$ cat src/rtl/cmplx_mult_sm.sv
// Switch/LED front end for a signed fixed-point complex multiplier (four words in, re/im out).
// Optional SM_DEBOUNCE_EN: handshake must stay high DEBOUNCE_CYCLES cycles before an event fires.
module cmplx_mult_sm #(
  parameter int WORD_W          = 8,
  parameter int FRAC_BITS       = WORD_W - 1,
  parameter int DEBOUNCE_CYCLES = 16
) (
  input  logic              clk,
  input  logic [WORD_W+1:0] SW,
  output logic [WORD_W-1:0] LED
);

  localparam int FULL_W = 2 * WORD_W + 1;
  localparam logic signed [FULL_W-1:0] SAT_MAX = {{(FULL_W-WORD_W+1){1'b0}}, {(WORD_W-1){1'b1}}};
  localparam logic signed [FULL_W-1:0] SAT_MIN = ~SAT_MAX;

  if (FRAC_BITS < 0 || FRAC_BITS >= FULL_W || DEBOUNCE_CYCLES < 1) begin : g_bad_cfg
    $error("cmplx_mult_sm: unsupported FRAC_BITS/DEBOUNCE_CYCLES");
  end

  typedef enum logic [2:0] {
    LOAD_RE_A = 3'd0,
    LOAD_IM_A = 3'd1,
    LOAD_RE_Q = 3'd2,
    LOAD_IM_Q = 3'd3,
    SHOW_RE   = 3'd4,
    SHOW_IM   = 3'd5
  } state_t;

  function automatic logic signed [FULL_W-1:0] sext(input logic signed [WORD_W-1:0] v);
    return {{(FULL_W-WORD_W){v[WORD_W-1]}}, v};
  endfunction

  function automatic logic [WORD_W-1:0] sat(input logic signed [FULL_W-1:0] v);
    if (v > SAT_MAX) begin
      return SAT_MAX[WORD_W-1:0];
    end else if (v < SAT_MIN) begin
      return SAT_MIN[WORD_W-1:0];
    end else begin
      return v[WORD_W-1:0];
    end
  endfunction

  logic                     rst_n_s;
  logic                     hs_s;
  logic signed [WORD_W-1:0] data_s;
  logic                     sync1_r;
  logic                     sync2_r;
  logic                     event_s;
  state_t                   state_r;
  state_t                   state_next_s;
  logic signed [WORD_W-1:0] re_a_r;
  logic signed [WORD_W-1:0] im_a_r;
  logic signed [WORD_W-1:0] re_q_r;
  logic signed [WORD_W-1:0] im_q_r;
  logic                     compute_r;
  logic signed [FULL_W-1:0] pr_full_s;
  logic signed [FULL_W-1:0] pi_full_s;
  logic signed [FULL_W-1:0] pr_shift_s;
  logic signed [FULL_W-1:0] pi_shift_s;
  logic        [WORD_W-1:0] res_re_r;
  logic        [WORD_W-1:0] res_im_r;

  assign rst_n_s = SW[WORD_W+1];
  assign hs_s    = SW[WORD_W];
  assign data_s  = SW[WORD_W-1:0];

  // Two-flop synchronizer on the asynchronous handshake switch
  always_ff @(posedge clk) begin
    if (!rst_n_s) begin
      sync1_r <= 1'b0;
      sync2_r <= 1'b0;
    end else begin
      sync1_r <= hs_s;
      sync2_r <= sync1_r;
    end
  end

`ifdef SM_DEBOUNCE_EN
  localparam int CNT_W = $clog2(DEBOUNCE_CYCLES + 1);
  logic [CNT_W-1:0] db_cnt_r;

  // Counts consecutive high samples; parks at DEBOUNCE_CYCLES so one high period fires once
  always_ff @(posedge clk) begin
    if (!rst_n_s) begin
      db_cnt_r <= '0;
    end else if (!sync2_r) begin
      db_cnt_r <= '0;
    end else if (db_cnt_r != CNT_W'(DEBOUNCE_CYCLES)) begin
      db_cnt_r <= db_cnt_r + CNT_W'(1);
    end else begin
      db_cnt_r <= db_cnt_r;
    end
  end

  assign event_s = sync2_r && (db_cnt_r == CNT_W'(DEBOUNCE_CYCLES - 1));
`else
  logic prev_r;

  always_ff @(posedge clk) begin
    if (!rst_n_s) begin
      prev_r <= 1'b0;
    end else begin
      prev_r <= sync2_r;
    end
  end

  assign event_s = sync2_r & ~prev_r;
`endif

  always_ff @(posedge clk) begin
    if (!rst_n_s) begin
      state_r <= LOAD_RE_A;
    end else begin
      state_r <= state_next_s;
    end
  end

  always_comb begin
    state_next_s = state_r;
    if (event_s) begin
      case (state_r)
        LOAD_RE_A: state_next_s = LOAD_IM_A;
        LOAD_IM_A: state_next_s = LOAD_RE_Q;
        LOAD_RE_Q: state_next_s = LOAD_IM_Q;
        LOAD_IM_Q: state_next_s = SHOW_RE;
        SHOW_RE:   state_next_s = SHOW_IM;
        SHOW_IM:   state_next_s = LOAD_IM_A;
        default:   state_next_s = LOAD_RE_A;
      endcase
    end else begin
      state_next_s = state_r;
    end
  end

  // SHOW_IM doubles as the re_a slot so consecutive products need no extra strobe
  always_ff @(posedge clk) begin
    if (!rst_n_s) begin
      re_a_r    <= '0;
      im_a_r    <= '0;
      re_q_r    <= '0;
      im_q_r    <= '0;
      compute_r <= 1'b0;
    end else begin
      compute_r <= event_s && (state_r == LOAD_IM_Q);
      if (event_s) begin
        case (state_r)
          LOAD_RE_A, SHOW_IM: re_a_r <= data_s;
          LOAD_IM_A:          im_a_r <= data_s;
          LOAD_RE_Q:          re_q_r <= data_s;
          LOAD_IM_Q:          im_q_r <= data_s;
          default: begin
          end
        endcase
      end
    end
  end

  // Full-precision products; >>> on a signed value floors toward -inf
  always_comb begin
    pr_full_s  = sext(re_a_r) * sext(re_q_r) - sext(im_a_r) * sext(im_q_r);
    pi_full_s  = sext(re_a_r) * sext(im_q_r) + sext(im_a_r) * sext(re_q_r);
    pr_shift_s = pr_full_s >>> FRAC_BITS;
    pi_shift_s = pi_full_s >>> FRAC_BITS;
  end

  always_ff @(posedge clk) begin
    if (!rst_n_s) begin
      res_re_r <= '0;
      res_im_r <= '0;
    end else if (compute_r) begin
      res_re_r <= sat(pr_shift_s);
      res_im_r <= sat(pi_shift_s);
    end
  end

  always_ff @(posedge clk) begin
    if (!rst_n_s) begin
      LED <= '0;
    end else begin
      case (state_r)
        SHOW_RE: LED <= res_re_r;
        SHOW_IM: LED <= res_im_r;
        default: LED <= '0;
      endcase
    end
  end

endmodule

$ cat config.mk
export PLATFORM = sky130hd
export DESIGN_NAME = cmplx_mult_sm
export DESIGN_NICKNAME = d
export VERILOG_FILES = /design/src/rtl/cmplx_mult_sm.sv
export SDC_FILE = /design/constraint.sdc
export NUM_CORES = 1
export LEC_CHECK = 0
export CAP_MARGIN = 20
export CORE_MARGIN = 2
export CORE_UTILIZATION = 38
export CTS_BUF_LIST = sky130_fd_sc_hd__clkbuf_8 sky130_fd_sc_hd__clkbuf_16
export DETAILED_ROUTE_END_ITERATION = 10
export GPL_TIMING_DRIVEN = 1
export PLACE_DENSITY = 0.56
export SLEW_MARGIN = 20
export SYNTH_ARGS = -nofsm -noshare
export SYNTH_HDL_FRONTEND = slang
export SYNTH_SLANG_ARGS = --single-unit
$ cat constraint.sdc
create_clock -name clk -period 11.11 [get_ports clk]
set_input_delay 1.6665 -clock clk [delete_from_list [all_inputs] [get_ports clk]]
set_output_delay 1.6665 -clock clk [all_outputs]
set_load 0.02 [all_outputs]
==> run_results.csv <==
group,metric,value,unit
yosys,ys_ff_latch,63,
timing,period_share,57.6,%
cts,clock_latency,0.34,ns
grt,track_usage,17.4,%
route,first_pass_iters,6,
yosys,synth_edf_count,0,
setup_path,endpoint_kind,"flop",
timing,hold_violations,0,
die,die_h,188,um
route,drc,0,
finish,seqCellArea,1260,sq um
setup_path,cp-start-kind,"flop",
setup_path,cp.arrival,6.67,ns
cts,cts_buffers,9,
yosys,synthTopCellsByCount,"inv_1 (345), fa_1 (277), and2_1 (150)",
yosys,synthFlopType,"dfxtp_1",
yosys,synth_top_cell_area_share,43.2,%
yosys,synth_area,12800,sq um
cts,cts_tree,"yes",
timing,drv_slew,0,
cts,root_buffer,"clkbuf_16",
die,die_w,188,um
finish,multi_input_area,10100,sq um
finish,final_cell_area,13700,sq um
setup_path,critPathMaxFanout,17,
grt,grt_pass1_wl,48.7,mm
route,drt-initial-drc-count,417,
die,ios,19,
setup_path,required,11.37,ns
cts,ctsHoldBuffers,0,
route,ant_nets,0,
yosys,yosys.area.top_type,"fa_1",
pwr,p_total,0.524,mW
place,numPortBuffers,18,
place,gp_routability_congestion,0.794,
cts,cts_sinks,63,
yosys,synth_nets,1759,
yosys,yosysMostFrequentCell,"inv_1",
cts,clk_pin_slew,0.05,ns
grt,grt_overflow_total,0,
pwr,p_leak,6.67,nW
grt,grt_antenna_before_repair,0,
yosys,avgSynthCellArea,9.39,sq um
timing,setup_viol,0,
yosys,ys_async_sr_fraction,0,%
pwr,power_density,38.2,nW/um^2
yosys,synthCells,1366,
finish,nNetsFinal,1744,
die,dieArea,35200,sq um
yosys,yosysUniqueCellTypes,50,
yosys,yosysSeqAreaShare,9.83,%
finish,fillers,3352,
finish,diodes,0,
route,avgViaCountPerCell,4.74,
yosys,netlist_top_cells_area,"fa_1 (43%), ha_1 (10%), inv_1 (10%)",
worst_hold_path,min_path_type,"flop to flop",
cts,postCtsSetupRepairBufs,0,
cts,cts_resized,0,
job,max-cap-violations,0,
timing,maxSlewHeadroom,44.4,%
timing,worstMarginPinSlew,0.833,ns
timing,rsz0062_at_grt,"false",
timing,setup_tns,0,ns
grt,grt_pass1_vias,9217,
yosys,yosys_warnings,0,
die,row_count,67,
timing,finalCriticalPeriod,6.40,ns
place,dpl_cell_area,13400,sq um
run_status,status,"completed",
die,design.core.area,33400,sq um
pwr,vdd_ir_drop_max,0.0672,mV
die,initial_core_util,38.4,%
timing,fmax,156,MHz
timing,fin_skew,0.00938,ns
route,vias,8554,
cts,cts_buffer_depth,2,
route,routedWlPerCell,15.8,um
setup_path,worstSetupPathType,"flop to flop",
route,drt-total-wl,28.5,mm
cts,htree_levels,3,
place,dp_hpwl,22.9,mm
finish,drive_gt1_share,3.10,%
grt,grt_max_degree,38,
finish,synthToLayoutAreaGrowth,6.75,%
## cell type report
cell class,instances,share of cell area [%]
clock buffers,10,1.75
clock inverters,6,0.320
inverters,346,9.48
multi-input cells,911,73.7
flip-flops and latches,63,9.21
well taps,448,4.09
repair buffers,20,1.43
## worst paths after layout
check	start	cells after the start	end	slack (ns)
min	sync1_r	1	sync2_r	0.43
max reg2reg	re_q_r[2]	19	res_re_r[3]	4.71
min reg2reg	sync1_r	1	sync2_r	0.43
max	re_q_r[2]	19	res_re_r[3]	4.71
## placed cells by master (no fill, tap or decap), drive strengths merged, types with 2 or more instances in the layout
cell type / n
nor2: 83
a211o: 4
dfxtp: 63
o21ai: 32
and4: 2
nand2b: 8
or3: 3
o21a: 6
and2: 151
buf: 2
clkbuf: 10
a211oi: 6
a21boi: 2
fa: 277
xnor2: 32
clkdlybuf4s50: 18
inv: 347
a21oi: 29
a21o: 5
nand4: 4
nor2b: 2
o211ai: 3
ha: 105
nand3: 4
mux2i: 43
o21bai: 3
nor3: 2
nand2: 87
xor2: 9
clkinv: 4
or2: 2
## kinds of logic (layout without fill, tap and decap cells)
logic type / count (synthesis) / after routing / share of synthesized area (%)
buffers and inverters: 392 / 382 / 11.5
AOI/OAI and AO/OA: 95 / 95 / 4.92
DFF: 63 / 63 / 9.83
adders and majority gates: 382 / 382 / 53.5
and+or+nand+nor: 350 / 350 / 13.9
xor gates and xnor gates: 41 / 41 / 3.06
muxes: 43 / 43 / 3.36
## sequential cells by signal, indices dropped and copies added (netlist names), 3 cells and up
signal	cells
state_r	3
re_q_r	8
res_im_r	8
im_a_r	8
re_a_r	8
res_re_r	8
LED	8
im_q_r	8
## per-layer routing
| layer | global-route usage, % | routed length (um) | vias to the layer above |
|---|---|---|---|
| li1 | - | - | 3992 |
| met4 | 3.30 | 446 | 0 |
| met5 | 0 | 0 | - |
| met2 | 30.9 | 14300 | 159 |
| met3 | 1.25 | 954 | 21 |
| met1 | 23.6 | 12700 | 4382 |
## report_power, final
group / switching [mW] / total [mW] / internal (mW) / leakage (nW)
clock network: 0.107 / 0.264 / 0.157 / 0.139
registers: 0.00894 / 0.237 / 0.228 / 0.508
logic: 0.0127 / 0.0228 / 0.0100 / 6.03
total: 0.128 / 0.524 / 0.395 / 6.67
## per-stage QoR
stage,std cells,hold slack (ns),worst slack [ns],util (%)
floorplan,1366,0.412,5.44,-
global placement,1788,0.440,4.88,40.2
detailed placement,1788,0.424,4.78,40.2
CTS,1804,0.436,4.75,41.0
global route,1804,0.454,4.31,41.0
finish,1804,0.432,4.71,41.0
## worst max-delay path: stages (launching register included)
cell     delay [ns]
dfxtp_1        0.86
and2_1         0.35
fa_1           0.52
inv_1          0.20
fa_1           0.44
inv_1          0.08
fa_1           0.44
fa_1           0.50
fa_1           0.49
inv_1          0.05
fa_1           0.48
inv_1          0.04
ha_1           0.32
a21o_1         0.20
nor3_1         0.22
o21ai_2        0.10
a21oi_2        0.20
mux2i_1        0.49
o21ai_0        0.15
a21oi_1        0.16
Power figures use the tool's default switching activity.
